## src/rtl/mc_ctrl_unit_hs.sv

```systemverilog
// mc_ctrl_unit_hs -- multicycle MIPS control FSM with a memory ready handshake.
//
// Steps every instruction through fetch, decode, execute, memory and write-back
// states. Memory states wait on mem_ready. An optional timeout traps a stalled
// memory into a sticky BUS_ERR state. Unknown opcodes take a one-cycle trap to
// the exception vector. Branches resolve here from the ALU zero flag.
//
// Ports:
//   clk        in   rising-edge clock
//   rst_n      in   synchronous active-low reset
//   op, funct  in   opcode IR[31:26] and function field IR[5:0]
//   zero       in   ALU zero flag
//   mem_ready  in   memory access completes this cycle
//   pc_wr, iord, mem_rd, mem_wr, ir_wr, memto_reg, pc_src,
//   alu_op, alu_src_a, alu_src_b, reg_wr, reg_dst
//              out  datapath controls, combinational from state and inputs
//   illegal    out  one-cycle pulse on an illegal opcode
//   bus_err    out  high while parked in BUS_ERR after a memory timeout
//   state      out  current state code, for debug
module mc_ctrl_unit_hs #(
  parameter int unsigned ALUOP_W     = 4,
  parameter int unsigned MEM_TIMEOUT = 16,
  parameter int unsigned EN_JAL      = 1,
  parameter int unsigned EN_BNE      = 1
) (
  input  logic               clk,
  input  logic               rst_n,
  input  logic [5:0]         op,
  input  logic [5:0]         funct,
  input  logic               zero,
  input  logic               mem_ready,
  output logic               pc_wr,
  output logic               iord,
  output logic               mem_rd,
  output logic               mem_wr,
  output logic               ir_wr,
  output logic [1:0]         memto_reg,
  output logic [1:0]         pc_src,
  output logic [ALUOP_W-1:0] alu_op,
  output logic [1:0]         alu_src_a,
  output logic [1:0]         alu_src_b,
  output logic               reg_wr,
  output logic [1:0]         reg_dst,
  output logic               illegal,
  output logic               bus_err,
  output logic [4:0]         state
);

  typedef enum logic [4:0] {
    S_FETCH    = 5'd0,
    S_DECODE   = 5'd1,
    S_MEM_ADDR = 5'd2,
    S_MEM_RD   = 5'd3,
    S_MEM_WB   = 5'd4,
    S_MEM_WR   = 5'd5,
    S_R_EXEC   = 5'd6,
    S_R_WB     = 5'd7,
    S_BRANCH   = 5'd8,
    S_JUMP     = 5'd9,
    S_JAL      = 5'd10,
    S_I_EXEC   = 5'd11,
    S_I_WB     = 5'd12,
    S_ILLEGAL  = 5'd13,
    S_BUS_ERR  = 5'd14
  } state_e;

  localparam logic [5:0] OP_R     = 6'b000000;
  localparam logic [5:0] OP_J     = 6'b000010;
  localparam logic [5:0] OP_JAL   = 6'b000011;
  localparam logic [5:0] OP_BEQ   = 6'b000100;
  localparam logic [5:0] OP_BNE   = 6'b000101;
  localparam logic [5:0] OP_ADDI  = 6'b001000;
  localparam logic [5:0] OP_ADDIU = 6'b001001;
  localparam logic [5:0] OP_SLTI  = 6'b001010;
  localparam logic [5:0] OP_SLTIU = 6'b001011;
  localparam logic [5:0] OP_ANDI  = 6'b001100;
  localparam logic [5:0] OP_ORI   = 6'b001101;
  localparam logic [5:0] OP_XORI  = 6'b001110;
  localparam logic [5:0] OP_LUI   = 6'b001111;
  localparam logic [5:0] OP_LW    = 6'b100011;
  localparam logic [5:0] OP_SW    = 6'b101011;

  localparam logic [3:0] ALU_ADD   = 4'b0000;
  localparam logic [3:0] ALU_SUB   = 4'b0001;
  localparam logic [3:0] ALU_ADDU  = 4'b0010;
  localparam logic [3:0] ALU_AND   = 4'b0011;
  localparam logic [3:0] ALU_LUI   = 4'b0100;
  localparam logic [3:0] ALU_OR    = 4'b0101;
  localparam logic [3:0] ALU_SLT   = 4'b0110;
  localparam logic [3:0] ALU_SLTU  = 4'b0111;
  localparam logic [3:0] ALU_XOR   = 4'b1000;
  localparam logic [3:0] ALU_RFUNC = 4'b1100;

  // Counter only needs to reach MEM_TIMEOUT-1; the trap fires on that cycle.
  localparam int unsigned CW = (MEM_TIMEOUT > 1) ? $clog2(MEM_TIMEOUT) : 1;
  localparam logic [CW-1:0] CNT_LAST = CW'(MEM_TIMEOUT - 1);

  state_e        state_q, state_d;
  logic [CW-1:0] cnt_q, cnt_d;
  logic [3:0]    alu_code;
  logic          waiting;
  logic          timeout;

  always_ff @(posedge clk) begin
    if (!rst_n) begin
      state_q <= S_FETCH;
      cnt_q   <= '0;
    end else begin
      state_q <= state_d;
      cnt_q   <= cnt_d;
    end
  end

  // A timeout cycle is one where the count already covers the earlier stalled
  // cycles and this one stalls too; mem_ready in that cycle still wins.
  assign waiting = ((state_q == S_FETCH) || (state_q == S_MEM_RD) ||
                    (state_q == S_MEM_WR)) && !mem_ready;
  assign timeout = (MEM_TIMEOUT != 0) && waiting && (cnt_q == CNT_LAST);

  always_comb begin
    state_d   = state_q;
    pc_wr     = 1'b0;
    iord      = 1'b0;
    mem_rd    = 1'b0;
    mem_wr    = 1'b0;
    ir_wr     = 1'b0;
    memto_reg = 2'b00;
    pc_src    = 2'b00;
    alu_code  = ALU_ADD;
    alu_src_a = 2'b00;
    alu_src_b = 2'b00;
    reg_wr    = 1'b0;
    reg_dst   = 2'b00;
    illegal   = 1'b0;
    bus_err   = 1'b0;
    case (state_q)
      S_FETCH: begin
        mem_rd    = 1'b1;
        alu_src_b = 2'b01;
        if (mem_ready) begin
          ir_wr   = 1'b1;
          pc_wr   = 1'b1;
          state_d = S_DECODE;
        end
      end
      S_DECODE: begin
        alu_src_b = 2'b11;
        case (op)
          OP_LW, OP_SW: state_d = S_MEM_ADDR;
          OP_R:         state_d = S_R_EXEC;
          OP_BEQ:       state_d = S_BRANCH;
          OP_BNE:       state_d = (EN_BNE != 0) ? S_BRANCH : S_ILLEGAL;
          OP_J:         state_d = S_JUMP;
          OP_JAL:       state_d = (EN_JAL != 0) ? S_JAL : S_ILLEGAL;
          OP_ADDI, OP_ADDIU, OP_ANDI, OP_LUI,
          OP_ORI, OP_SLTI, OP_SLTIU, OP_XORI:
                        state_d = S_I_EXEC;
          default:      state_d = S_ILLEGAL;
        endcase
      end
      S_MEM_ADDR: begin
        alu_src_a = 2'b01;
        alu_src_b = 2'b10;
        state_d   = (op == OP_LW) ? S_MEM_RD : S_MEM_WR;
      end
      S_MEM_RD: begin
        mem_rd = 1'b1;
        iord   = 1'b1;
        if (mem_ready) state_d = S_MEM_WB;
      end
      S_MEM_WB: begin
        reg_wr    = 1'b1;
        memto_reg = 2'b01;
        state_d   = S_FETCH;
      end
      S_MEM_WR: begin
        mem_wr = 1'b1;
        iord   = 1'b1;
        if (mem_ready) state_d = S_FETCH;
      end
      S_R_EXEC: begin
        // sll, srl and sra take their A operand from the shamt field.
        alu_src_a = ((funct == 6'b000000) || (funct == 6'b000010) ||
                     (funct == 6'b000011)) ? 2'b10 : 2'b01;
        alu_code  = ALU_RFUNC;
        state_d   = S_R_WB;
      end
      S_R_WB: begin
        reg_wr  = 1'b1;
        reg_dst = 2'b01;
        state_d = S_FETCH;
      end
      S_BRANCH: begin
        alu_src_a = 2'b01;
        alu_code  = ALU_SUB;
        pc_src    = 2'b01;
        pc_wr     = (op == OP_BNE) ? ~zero : zero;
        state_d   = S_FETCH;
      end
      S_JUMP: begin
        pc_wr   = 1'b1;
        pc_src  = 2'b10;
        state_d = S_FETCH;
      end
      S_JAL: begin
        // PC was already incremented in FETCH, so it is the link address.
        pc_wr     = 1'b1;
        pc_src    = 2'b10;
        reg_wr    = 1'b1;
        reg_dst   = 2'b10;
        memto_reg = 2'b10;
        state_d   = S_FETCH;
      end
      S_I_EXEC: begin
        alu_src_a = 2'b01;
        alu_src_b = 2'b10;
        case (op)
          OP_ADDIU: alu_code = ALU_ADDU;
          OP_ANDI:  alu_code = ALU_AND;
          OP_LUI:   alu_code = ALU_LUI;
          OP_ORI:   alu_code = ALU_OR;
          OP_SLTI:  alu_code = ALU_SLT;
          OP_SLTIU: alu_code = ALU_SLTU;
          OP_XORI:  alu_code = ALU_XOR;
          default:  alu_code = ALU_ADD;
        endcase
        state_d = S_I_WB;
      end
      S_I_WB: begin
        reg_wr  = 1'b1;
        state_d = S_FETCH;
      end
      S_ILLEGAL: begin
        illegal = 1'b1;
        pc_wr   = 1'b1;
        pc_src  = 2'b11;
        state_d = S_FETCH;
      end
      S_BUS_ERR: begin
        bus_err = 1'b1;
      end
      default: state_d = S_FETCH;
    endcase
    if (timeout) state_d = S_BUS_ERR;
  end

  // Count stalled cycles; any state change or a ready cycle restarts the count.
  always_comb begin
    cnt_d = '0;
    if ((MEM_TIMEOUT != 0) && waiting && (state_d == state_q))
      cnt_d = cnt_q + CW'(1);
  end

  assign alu_op = ALUOP_W'(alu_code);
  assign state  = state_q;

endmodule

```

## config.mk

```make
export PLATFORM = sky130hd
export DESIGN_NAME = mc_ctrl_unit_hs
export DESIGN_NICKNAME = d
export VERILOG_FILES = /design/src/rtl/mc_ctrl_unit_hs.sv
export SDC_FILE = /design/constraint.sdc
export NUM_CORES = 1
export LEC_CHECK = 0
export CAP_MARGIN = 15
export CORE_UTILIZATION = 44
export CTS_BUF_LIST = sky130_fd_sc_hd__clkbuf_4
export CTS_CLUSTER_SIZE = 24
export DETAILED_ROUTE_END_ITERATION = 10
export GPL_ROUTABILITY_DRIVEN = 0
export GPL_TIMING_DRIVEN = 0
export PLACE_DENSITY_LB_ADDON = 0.12
export SKIP_CTS_REPAIR_TIMING = 1
export SYNTH_ARGS = -nofsm -noshare
export SYNTH_HDL_FRONTEND = slang
export SYNTH_SLANG_ARGS = --single-unit
```

## constraint.sdc

```tcl
create_clock -name clk -period 1.53 [get_ports clk]
set_input_delay 0.2295 -clock clk [delete_from_list [all_inputs] [get_ports clk]]
set_output_delay 0.2295 -clock clk [all_outputs]
set_load 0.02 [all_outputs]
```

==> out/metrics.sh <==
GRT_MAX_DEGREE=11
POSTROUTEWIRELENGTH_UM=5190
PORTION_OF_NETLIST_AREA_OCCUPIED_BY_MUX_CELLS_PCT=0.974
CLOCK_BUFFER_COUNT_FROM_CTS=3
HOLD_VIOL_FINAL=0
CRITICAL_PATH.MAX_FANOUT=6
FOOTPRINT_OF_THE_MULTI_INPUT_GATES_UM2=1060
HIGHEST_COUNT_CELLS_IN_THE_LAYOUT_IGNORING_FILL_AND_TAPS='buf_4 (27), nor2_1 (19), dlymetal6s2s_1 (13), buf_6 (11), a21oi_1 (7)'
CRITPATHREQUIREDTIME_PS=1300
REG2REG_DEPTH=5
DPL_HPWL_UM=2380
SYNTHESIS.AREA_PER_INSTANCE_UM2=6.76
FINCLKSKEW_PS=5.19
HOLD_PATH.CLASS='register to register'
DIE_AR_UM2=2530
ANTENNADIODECOUNT=0
SYNTHESIS_TO_LAYOUT_AREA_GROWTH_PCT=101
LAYOUT.AREA.SEQ_UM2=199
SYNTH_REGISTER_BITS=9
DRT_FIRST_ITER_VIOLATIONS=77
FINISH.NET_COUNT=239
DRTANTENNAVIOLNETS=0
CLK_TRANSITION_REPORTED_PATHS_PS=60
VIAS_AFTER_DETAILED_ROUTING=1563
PERIOD_MINUS_SLACK_PS=1850
SYNTH_TOP_FAMILY_BY_AREA='simple AND/OR/NAND/NOR gates'
CTSROOTBUFFERMASTER='clkbuf_4'
SYNTH-ADDER-AREA-SHARE_PCT=6.09
GRTUSAGETOTAL_PCT=25.4
YS_DOMINANT_REG_CELL='dfxtp_1'
SYNTH_COMPOUND_GATE_AREA_SHARE_PCT=24.4
CAP_VIOL_MAX_COUNT=0
WIRE_PER_INST_UM=21.2
FINAL.SETUP.TNS_PS=-3440
FLOORPLAN.ROWS=17
MAXCLOCKFREQUENCY_GHz=0.542
INSERTION_DELAY_PS=260
SETUP.WORST_PATH.END_CLASS='output pin'
SYNTH_SIMPLE_GATE_AREA_SHARE_PCT=37.0
RESIDUAL_DRC=0
YOSYSSEQAREASHARE_PCT=17.5
CLOCK_TREE.BUFFER_DEPTH=2
PORT_BUFFERS=41
SYNTHESIS.INSTANCES=152
TIMING.HOLD.WORST.START='cnt_q[0]$_SDFF_PN0_'
STATUS='finished, violations left'
TOTAL_POWER_uW=687
FAILED_CHECKS='negative setup slack'
GLOBALROUTEOVERFLOWTOTAL=0
SYNTH-ASYNC-RESET-RATIO_PCT=0
GRT_PASS1_WL_UM=5030
CTSHTREEMAXLEVEL=1
DR.PASS1.ITERS=6
FINISH.UTILIZATION_PCT=93.5
SETUP_VIOLATIONS=25
DIE_W_UM=50.3
LAYOUT-DRIVE-GT1-SHARE_PCT=50.7
TIMING_MAX_TRANSITION_VIOLATIONS_FINAL=0
WORST_SLACK_PS=-316
SYN_NETS=173
YS.WARNINGS.COUNT=0
WORST_SETUP_PATH_START_KIND='register'
GRT_ANTENNA_BEFORE_REPAIR=0
CRIT_PATH_END='pc_wr'
CRIT_TYPE='register to output pin'
SYNTHESIS.AREA_UM2=1030
TRITONCTS='built'
FINAL_MIN_PERIOD_OVER_CLOCK_PERIOD_PCT=121
VDD_IR_DROP_MAX_mV=0.496
ROUTED_VIA_DENSITY=6.38
IOPINCOUNT=43
FF2FF_SETUP_SLACK_PS=-90
CORE_AR_UM2=2210
CELLPOWERDENSITY_nW_PER_UM2=332
POSTPLACECELLAREA_UM2=1540
MOSTFREQUENTLAYOUTCELL='buf_4'
CTS_NUM_SINKS=9
WORST_SETUP_PATH_STARTPOINT='state[1]$_SDFF_PN0_'
INITIAL_CORE_UTIL_PCT=46.4
POWER_LEAKAGE_uW=0.000960
DATA_ARRIVAL_TIME_OF_THE_CRITICAL_PATH_PS=1620
SYNTH_EDF_COUNT=0
WORST_R2R_START='state[3]$_SDFF_PN0_'
CHIPHEIGHT_UM=50.3
SYNTHDISTINCTLIBCELLS=41
FIRST_GLOBAL_VIAS=1232
RSZ_0062_RAISED_AFTER_GLOBAL_ROUTING='true'
NFILLCELLS=68
FIN_WORST_HOLD_SLACK_PS=496
DESTINATION_OF_THE_WORST_REGISTER_TO_REGISTER_TIMING_PATH='state[2]$_SDFF_PN0_'
XOR_XNOR_PORTION_OF_THE_SYNTHESIZED_CELL_AREA_PCT=5.97
FINAL_AREA_UM2=2070
==> cell families after synthesis <==
logic type / Yosys count
compound gates: 38
xor+xnor: 7
fa+ha+maj: 5
buf+inv: 17
flops: 9
mux: 1
other cells: 1
simple gates: 74
==> worst max-delay path: stages (launching register included) <==
cell and delay, ps:
dfxtp_4 380, buf_12 140, nor2_1 260, a21oi_1 120
or2_2 290, buf_2 160
==> power by group <==
part           internal (uW)  total (uW)  switching (uW)  leakage [uW]
registers                232         242            10.2     0.0000766
clock network            118         197            79.0     0.0000184
logic                    112         248             136      0.000865
==> cells in the mapped netlist, types with 3 or more instances <==
master     n  area share, %
o21ai_0    7            3.4
nand3_1    5            2.4
dfxtp_1    9             18
nor4_1     4            2.4
xor2_1     5            4.3
nand2b_1   5            3.0
nor3_1    10            4.9
buf_2      6            2.9
nand2_1    8            2.9
inv_1      8            2.9
o21a_1     3            2.2
nor2_1    25            9.1
nor2b_1    3            1.8
a31oi_1    3            1.8
ha_1       5            6.1
a21oi_1   11            5.4
==> layer usage <==
layer / global-route usage (%) / vias up / share of wire, %
met4: 15.7 / 0 / 4.5
met5: 0 / - / 0
met1: 28.0 / 734 / 36
met2: 45.3 / 131 / 50
li1: - / 668 / -
met3: 3.64 / 30 / 10
==> state kept, by name, indices dropped and copies added (netlist names) <==
register,count
cnt_q,4
state,5
==> per-stage QoR <==
| stage | setup slack, ps | instances |
|---|---|---|
| after CTS | -1080 | 225 |
| after global routing | -393 | 245 |
| after global placement | -1030 | 221 |
| after detailed placement | -1070 | 221 |
| final | -316 | 245 |
| after floorplan | -64.1 | 152 |
==> worst min path at each step <==
stage,to,cells after the start
final,cnt_q[0]$_SDFF_PN0_,1
after global routing,cnt_q[0]$_SDFF_PN0_,1
after CTS,cnt_q[0]$_SDFF_PN0_,1
after detailed placement,cnt_q[0]$_SDFF_PN0_,1
after global placement,cnt_q[0]$_SDFF_PN0_,1
after floorplan,state[1]$_SDFF_PN0_,1
==> layout make-up <==
type / count / share of cell area (%)
Multi-Input combinational cell: 126 / 51.4
Tap cell: 28 / 1.69
Inverter: 9 / 2.00
Timing Repair Buffer: 61 / 28.4
Buffer: 8 / 5.44
Sequential cell: 9 / 9.62
Clock buffer: 4 / 1.45
Power figures use the tool's default switching activity.
